`src/rtl/div_share_arbiter_pkg.sv`:
```
// Shared definitions for the two-requester divider-sharing arbiter:
// FSM encoding, defaults and the divide-by-zero quotient fill.
package div_share_arbiter_pkg;

    typedef enum logic [1:0] {
        StIdle    = 2'd0,
        StLoad    = 2'd1,
        StRun     = 2'd2,
        StCapture = 2'd3
    } state_e;

    localparam int unsigned DefaultWidth   = 32;
    localparam int unsigned DefaultTimeout = 1023;

    // Divide-by-zero returns an all-ones quotient; replicated to WIDTH at the use site.
    localparam logic DzQuotientBit = 1'b1;

endpackage

```
`src/rtl/div_share_arbiter_rr_arbiter2.sv`:
```
// Combinational two-way round-robin pick: on contention the requester that
// was not served last wins.
module rr_arbiter2 (
    input  logic req0_i,
    input  logic req1_i,
    input  logic last_grant_i,
    output logic valid_o,
    output logic grant_o
);

    always_comb begin
        valid_o = req0_i | req1_i;
        if (req0_i && req1_i) begin
            grant_o = ~last_grant_i;
        end else begin
            grant_o = req1_i;
        end
    end

endmodule

```
`src/rtl/div_share_arbiter.sv`:
```
// Shares one sequential divider between two requesters: round-robin grant,
// operand load, Run/Ready handshake, divide-by-zero bypass and a Run watchdog.
module div_share_arbiter
    import div_share_arbiter_pkg::*;
#(
    parameter int unsigned WIDTH   = DefaultWidth,
    parameter int unsigned TIMEOUT = DefaultTimeout,
    parameter int unsigned CNT_W   = 10
) (
    input  logic             clk,
    input  logic             Reset,
    input  logic             req0,
    input  logic             req1,
    input  logic [WIDTH-1:0] dividend0,
    input  logic [WIDTH-1:0] dividend1,
    input  logic [WIDTH-1:0] divisor0,
    input  logic [WIDTH-1:0] divisor1,
    output logic             done0,
    output logic             done1,
    output logic [WIDTH-1:0] Quotient,
    output logic [WIDTH-1:0] Remainder,
    output logic             dz,
    output logic             tmo,
    output logic             div_Reset,
    output logic             div_Run,
    output logic [WIDTH-1:0] div_Dividend,
    output logic [WIDTH-1:0] div_Divisor,
    input  logic             div_Ready,
    input  logic [WIDTH-1:0] div_Quotient,
    input  logic [WIDTH-1:0] div_Remainder
);

    state_e           state_q, state_d;
    logic             grant_q, grant_d;
    logic             last_grant_q, last_grant_d;
    logic [WIDTH-1:0] dvd_q, dvd_d;
    logic [WIDTH-1:0] dvs_q, dvs_d;
    logic [CNT_W-1:0] cnt_q, cnt_d;
    logic [WIDTH-1:0] quotient_q, quotient_d;
    logic [WIDTH-1:0] remainder_q, remainder_d;
    logic             dz_q, dz_d;
    logic             tmo_q, tmo_d;
    logic             done0_q, done0_d;
    logic             done1_q, done1_d;

    logic             arb_valid;
    logic             arb_grant;
    logic [WIDTH-1:0] sel_dividend;
    logic [WIDTH-1:0] sel_divisor;

    rr_arbiter2 u_rr_arbiter2 (
        .req0_i       (req0),
        .req1_i       (req1),
        .last_grant_i (last_grant_q),
        .valid_o      (arb_valid),
        .grant_o      (arb_grant)
    );

    assign sel_dividend = arb_grant ? dividend1 : dividend0;
    assign sel_divisor  = arb_grant ? divisor1  : divisor0;

    always_comb begin
        state_d      = state_q;
        grant_d      = grant_q;
        last_grant_d = last_grant_q;
        dvd_d        = dvd_q;
        dvs_d        = dvs_q;
        cnt_d        = cnt_q;
        quotient_d   = quotient_q;
        remainder_d  = remainder_q;
        dz_d         = dz_q;
        tmo_d        = tmo_q;
        done0_d      = 1'b0;
        done1_d      = 1'b0;

        unique case (state_q)
            StIdle: begin
                // Flags stay up through the done cycle, then drop here.
                dz_d  = 1'b0;
                tmo_d = 1'b0;
                if (arb_valid) begin
                    grant_d = arb_grant;
                    dvd_d   = sel_dividend;
                    dvs_d   = sel_divisor;
                    if (sel_divisor == '0) begin
                        quotient_d  = {WIDTH{DzQuotientBit}};
                        remainder_d = sel_dividend;
                        dz_d        = 1'b1;
                        state_d     = StCapture;
                    end else begin
                        state_d = StLoad;
                    end
                end
            end
            StLoad: begin
                cnt_d   = '0;
                state_d = StRun;
            end
            StRun: begin
                cnt_d = cnt_q + CNT_W'(1);
                if (div_Ready) begin
                    quotient_d  = div_Quotient;
                    remainder_d = div_Remainder;
                    dz_d        = 1'b0;
                    tmo_d       = 1'b0;
                    state_d     = StCapture;
                end else if (cnt_q == CNT_W'(TIMEOUT - 1)) begin
                    // This is the TIMEOUT-th Run cycle without Ready.
                    quotient_d  = '0;
                    remainder_d = '0;
                    tmo_d       = 1'b1;
                    state_d     = StCapture;
                end
            end
            StCapture: begin
                done0_d      = ~grant_q & req0;
                done1_d      = grant_q & req1;
                last_grant_d = grant_q;
                state_d      = StIdle;
            end
            default: state_d = StIdle;
        endcase
    end

    always_ff @(posedge clk or posedge Reset) begin
        if (Reset) begin
            state_q      <= StIdle;
            grant_q      <= 1'b0;
            last_grant_q <= 1'b1;
            dvd_q        <= '0;
            dvs_q        <= '0;
            cnt_q        <= '0;
            quotient_q   <= '0;
            remainder_q  <= '0;
            dz_q         <= 1'b0;
            tmo_q        <= 1'b0;
            done0_q      <= 1'b0;
            done1_q      <= 1'b0;
        end else begin
            state_q      <= state_d;
            grant_q      <= grant_d;
            last_grant_q <= last_grant_d;
            dvd_q        <= dvd_d;
            dvs_q        <= dvs_d;
            cnt_q        <= cnt_d;
            quotient_q   <= quotient_d;
            remainder_q  <= remainder_d;
            dz_q         <= dz_d;
            tmo_q        <= tmo_d;
            done0_q      <= done0_d;
            done1_q      <= done1_d;
        end
    end

    always_comb begin
        done0        = done0_q;
        done1        = done1_q;
        Quotient     = quotient_q;
        Remainder    = remainder_q;
        dz           = dz_q;
        tmo          = tmo_q;
        div_Reset    = (state_q == StLoad);
        div_Run      = (state_q == StRun);
        div_Dividend = (state_q != StIdle) ? dvd_q : '0;
        div_Divisor  = (state_q != StIdle) ? dvs_q : '0;
    end

endmodule

```
`config.mk`:
```
export PLATFORM = sky130hd
export DESIGN_NAME = div_share_arbiter
export DESIGN_NICKNAME = d
export VERILOG_FILES = /design/src/rtl/div_share_arbiter_pkg.sv /design/src/rtl/div_share_arbiter_rr_arbiter2.sv /design/src/rtl/div_share_arbiter.sv
export SDC_FILE = /design/constraint.sdc
export NUM_CORES = 1
export LEC_CHECK = 0
export CORE_MARGIN = 2
export CORE_UTILIZATION = 45
export DETAILED_ROUTE_END_ITERATION = 6
export GPL_TIMING_DRIVEN = 0
export PLACE_DENSITY = 0.86
export SYNTH_ARGS = -nofsm -noshare
export SYNTH_HDL_FRONTEND = slang
export SYNTH_SLANG_ARGS = --single-unit
export TNS_END_PERCENT = 20
```
`constraint.sdc`:
```
create_clock -name clk -period 10.6 [get_ports clk]
set_input_delay 2.12 -clock clk [delete_from_list [all_inputs] [get_ports clk]]
set_output_delay 2.12 -clock clk [all_outputs]
set_load 0.005 [all_outputs]
```
======== Word-level counts from Yosys, hierarchy flattened ========
Cells that the tools add are included.
storage, ports and cells
  input bits .............................. 197
  register bits ........................... 146
  word-level logic and storage cells ...... 66
operators by class
  equal/unequal tests ..................... 8
  $add $sub $neg .......................... 1
  mux-type cells .......................... 29
  bitwise logic cells ..................... 5
  reductions and logical operators ........ 11
operators with widths
  cell                                           number
  2-to-1 mux 32 bit                              11
  case mux 32 bit (2 select lines)               2
  zero test 32 bit                               1
  case mux 10 bit (2 select lines)               1
  adder 10 x 1 -> 10 bit, second input constant  1
  == test 10 bit, second input constant          1
  2-to-1 mux 1 bit                               8
  2-to-1 mux 2 bit                               4
  case mux 2 bit (4 select lines)                1
  AND reduction 2 bit                            4
  nonzero test 2 bit                             3
  == test 2 bit, second input constant           2
  != test 2 bit, second input constant           2
  case mux 1 bit (2 select lines)                2
  AND reduction 4 bit                            1
  != test 3 x 1 -> 1 bit, second input constant  1
  bitwise AND 1 bit                              2
  == test 2 x 1 -> 1 bit, second input constant  1
  zero test 2 bit                                1
  != test 2 x 1 -> 1 bit, second input constant  1
  inverter 1 bit                                 2
  logical AND 1 bit                              1
  bitwise OR 1 bit                               1

======== Longest topological paths before layout ========
  depth in word-level cells ............... 7
  gate-level depth with buffers ........... 8
  gate-level depth less buffers ........... 7

======== Hierarchy ========
From an unflattened synthesis, not the netlist that was laid out.
second synthesis, totals
  cell total of the unflattened synthesis .. 818
  area total of the unflattened synthesis .. 7933.9 um^2
modules (own cells, without submodules)
  module             area each (um^2)  instances  cells an instance
  div_share_arbiter  7920.1            1          816
  rr_arbiter2        13.8              1          2

======== Worst setup path after synthesis ========
OpenSTA, ideal clock, no wires.
  kind .................................... input to register
  start ................................... input divisor0[0]
  end ..................................... register remainder_q[10], in the netlist Remainder[10]
  setup slack ............................. 6771 ps
  required time ........................... 10472 ps
  stages .................................. 7
  data arrival time ....................... 3701 ps
  buffers on the path ..................... 1
  setup time .............................. 128 ps
  cell sequence ........................... nor4_1 -> nand4_1 -> nor3_1 -> o211ai_1 -> a21oi_4 -> buf_4 -> mux2_1
between the ends
  cells in the longest elaborated chain, start to end .. 4
RTL lines
  element                        RTL line                  RTL
  start: declaration             div_share_arbiter.sv:16   input logic [WIDTH-1:0] divisor0,
  2-to-1 mux 32 bit              div_share_arbiter.sv:60   assign sel_divisor = arb_grant ? divisor1 : divisor0;
  zero test 32 bit               div_share_arbiter.sv:85   if (sel_divisor == '0) begin
  != test 2 bit (no line)        --
  AND reduction 4 bit (no line)  --
  end signal: assignment         div_share_arbiter.sv:147  remainder_q <= remainder_d;
  end: declaration               div_share_arbiter.sv:40   logic [WIDTH-1:0] remainder_q, remainder_d;
Every way passes these cells.
A chain may end at the register's enable or synchronous reset.

======== Worst setup path after layout ========
  start ................................... register state_q[1]
  end ..................................... output div_Divisor[14]
between the ends
  cells in the longest elaborated chain, start to end .. 2
RTL lines
  element                   RTL line                  RTL
  start: declaration        div_share_arbiter.sv:33   state_e state_q, state_d;
  start signal: assignment  div_share_arbiter.sv:127  state_q <= StIdle;
  start signal: assignment  div_share_arbiter.sv:140  state_q <= state_d;
  nonzero test 2 bit        div_share_arbiter.sv:165  div_Divisor = (state_q != StIdle) ? dvs_q : '0;
  2-to-1 mux 32 bit         div_share_arbiter.sv:165
  end: declaration          div_share_arbiter.sv:27   output logic [WIDTH-1:0] div_Divisor,
Every way passes these cells.

==> flow_summary_export.csv <==
group,metric,value,unit
placement,place_area,0.0108,mm2
synthesis,synth.avg_cell_area,10.0,um2
synthesis,yosysMostFrequentCell,"dfrtp_1",
pwr,powerDensity,267,mW/mm2
timing,period_needed,5010,ps
cts,cts-root-buf,"clkbuf_16",
synthesis,synth_common_cells,"145 x dfrtp_1, 141 x nand2_1, 102 x o21ai_0",
timing,tns,0,ps
finish,n_antenna_cell,0,
drt,via_per_inst,5.19,
synthesis,yosysWarnings,0,
synthesis,yosys.area.top_type,"dfrtp_1",
timing,skew,11.2,ps
global_routing,grt_pass1_wl,35.9,mm
placement,place.gp.congestion,0.868,
drt,wire_per_inst,18.5,um
timing,max_slew.worst_pin.slew,636,ps
synthesis,synth_area,0.00716,mm2
min_path,hp-start,"dvd_q[29]",
placement,portBuffers,329,
timing,rsz0062_at_grt,"false",
worst_setup_path,rrSetupSlack,7920,ps
cts,post_cts_buffers,0,
synthesis,synth_cell_types,37,
timing,slew_viol_final,0,
synthesis,synth_top_area_share,50.7,%
worst_setup_path,arrival,2890,ps
floorplanning,initial_core_util,45.6,%
synthesis,synth_fp_nets,919,
timing,fmax,199,MHz
worst_setup_path,worstSetupPathType,"reg -> out",
timing,setup_viol,0,
floorplanning,coreArea,0.0157,mm2
run,max-cap-violations,0,
drt,drtPass1Iterations,5,
timing,relSlewSlack,57.6,%
cts,cts.sinks,146,
worst_setup_path,required,8480,ps
floorplanning,io-pin-count,331,
floorplanning,die_area,0.0169,mm2
global_routing,antenna_found_initial,0,
drt,vias,6713,
finish,area_growth,58.6,%
floorplanning,rows,46,
floorplanning,dieHeight,130,um
cts,hold_buffers,0,
drt,ant_nets,0,
synthesis,synth_area_leaders,"dfrtp_1 51%, mux2i_1 9.1%, nand2_1 7.4%",
cts,clk_path_buf_depth,2,
finish,fill_cells,1173,
drt,wl,24.0,mm
finish,final_nets,1268,
synthesis,async_flop_share,100,%
worst_setup_path,reg2reg_depth,7,
synthesis,ys_seq_area_share,51.0,%
min_path,holdPathStages,2,
finish,utilization,72.3,%
pwr,p_leak,4.80,nW
cts,htreeDepth,4,
synthesis,synth_flop_cell,"dfrtp_1",
worst_setup_path,start_kind,"register",
global_routing,grt_max_degree,81,
min_path,hp-class,"reg -> reg",
drt,drtIter0Drc,365,
timing,hold_viol,0,
placement,hpwl,18.3,mm
finish,drive_gt1_share,5.20,%
min_path,whs_endpoint,"dvd_q[29]",
worst_setup_path,cp-end-kind,"primary output",
status,status,"completed",
cts,cts_tree,"yes",
cts,clk_pin_slew,60,ps
cts,clock_latency,430,ps
worst_setup_path,setup.worst_path.start,"state_q[1]",
worst_setup_path,worstPathMaxFanout,10,
drt,drc,0,
global_routing,grt_pass1_vias,6706,
floorplanning,die_w,130,um
cts,cts_buffers,17,
worst_setup_path,r2r_end,"Remainder[19]",
finish,final_area,0.0114,mm2
pwr,peakVddDrop,0.000138,V
worst_setup_path,r2r-start,"state_q[0]",
global_routing,grt_usage,28.0,%
synthesis,synth_edf_count,0,
timing,post-route-period-util,47.3,%
synthesis,syn_inst,716,
synthesis,synth-seq-cells,146,
cts,cts_resized,0,
global_routing,overflow,0,
[power breakdown]
group,internal (mW),switching [mW],leakage (nW),total [mW]
Clock,0.385,0.230,0.291,0.615
Sequential,0.814,0.130,1.77,0.944
Combinational,0.812,0.666,2.74,1.48
Total,2.01,1.03,4.80,3.04
[registers in the layout (all words and copies together) (netlist names)]
| name | flops |
|---|---|
| done1 | 1 |
| dvd_q | 32 |
| state_q | 2 |
| tmo | 1 |
| dvs_q | 32 |
| cnt_q | 10 |
| done0 | 1 |
| last_grant_q | 1 |
| Quotient | 32 |
| dz | 1 |
| Remainder | 32 |
| grant_q | 1 |
[placed cells by master, fill, tap and decap left out, drive strengths merged, types with 2 or more instances in the layout]
| cell type | Yosys | final |
|---|---|---|
| nor3 | 3 | 3 |
| nor2 | 10 | 10 |
| or3 | 2 | 2 |
| o21ai | 104 | 104 |
| inv | 8 | 8 |
| nor2b | 65 | 65 |
| clkinv | 0 | 4 |
| and3 | 3 | 3 |
| dfrtp | 145 | 145 |
| xor2 | 4 | 4 |
| a2bb2oi | 32 | 32 |
| nand2 | 141 | 141 |
| clkdlybuf4s50 | 0 | 329 |
| clkinvlp | 0 | 3 |
| a21oi | 7 | 7 |
| nand4 | 4 | 4 |
| bufinv | 0 | 3 |
| nand3 | 5 | 5 |
| ha | 6 | 6 |
| clkbuf | 34 | 55 |
| o31ai | 2 | 2 |
| mux2i | 65 | 65 |
| buf | 16 | 17 |
| and2 | 2 | 2 |
| nor4 | 14 | 14 |
| mux2 | 33 | 33 |
[cell type report]
cell class / instances / area, um2 / area share, %
Inverter: 8 / 35.0 / 0.308
Multi-Input combinational cell: 512 / 3260 / 28.7
Buffer: 50 / 215 / 1.89
Clock inverter: 10 / 133 / 1.17
Timing Repair Buffer: 330 / 3320 / 29.2
Sequential cell: 146 / 3650 / 32.2
Tap cell: 216 / 270 / 2.38
Clock buffer: 21 / 470 / 4.14
[worst max-delay path, stage by stage (launching register included)]
cell             delay (ps)
dfrtp_1                 410
inv_1                   120
ha_1                    400
clkbuf_1                460
clkbuf_1                430
nor2b_1                 140
clkdlybuf4s50_1         500
[worst max-delay path by stage]
stage,endpoint,slack (ps),cells past startpoint
finish,div_Divisor[14],5590,6
detailed placement,Remainder[22],5760,8
global route,div_Dividend[26],5380,6
global placement,Remainder[17],2540,2
CTS,div_Divisor[14],5560,6
floorplan,Quotient[0],4560,1
[kinds of logic after synthesis]
| group | count (synthesis) | share of synthesized area, % |
|---|---|---|
| and+or+nand+nor | 251 | 16.6 |
| adders and majority gates | 6 | 1.05 |
| DFF | 146 | 51.0 |
| buffers and inverters | 58 | 3.42 |
| AOI/OAI and AO/OA | 153 | 13.2 |
| muxes | 98 | 14.3 |
| xor gates and xnor gates | 4 | 0.489 |
[routing by layer]
layer  global-route usage, %  share of wire [%]  vias up
met5                       0                  0        -
met4                    10.8                3.0        0
met3                    7.79                7.3       52
met2                    48.3                 50      271
met1                    33.4                 40     3209
li1                        -                  -     3181
[per-stage QoR]
| stage | setup WS (ps) | instances | power, mW | hold slack (ps) |
|---|---|---|---|---|
| 2_1_floorplan | 4560 | 716 | 1.59 | 442 |
| 3_3_place_gp | 2540 | 1261 | 2.38 | 453 |
| 3_5_place_dp | 5760 | 1262 | 2.42 | 463 |
| 4_1_cts | 5560 | 1293 | 3.05 | 476 |
| 5_1_grt | 5380 | 1293 | 3.22 | 501 |
| 6_report | 5590 | 1293 | 3.04 | 469 |
Note: power is estimated with default switching activity, not from simulation.
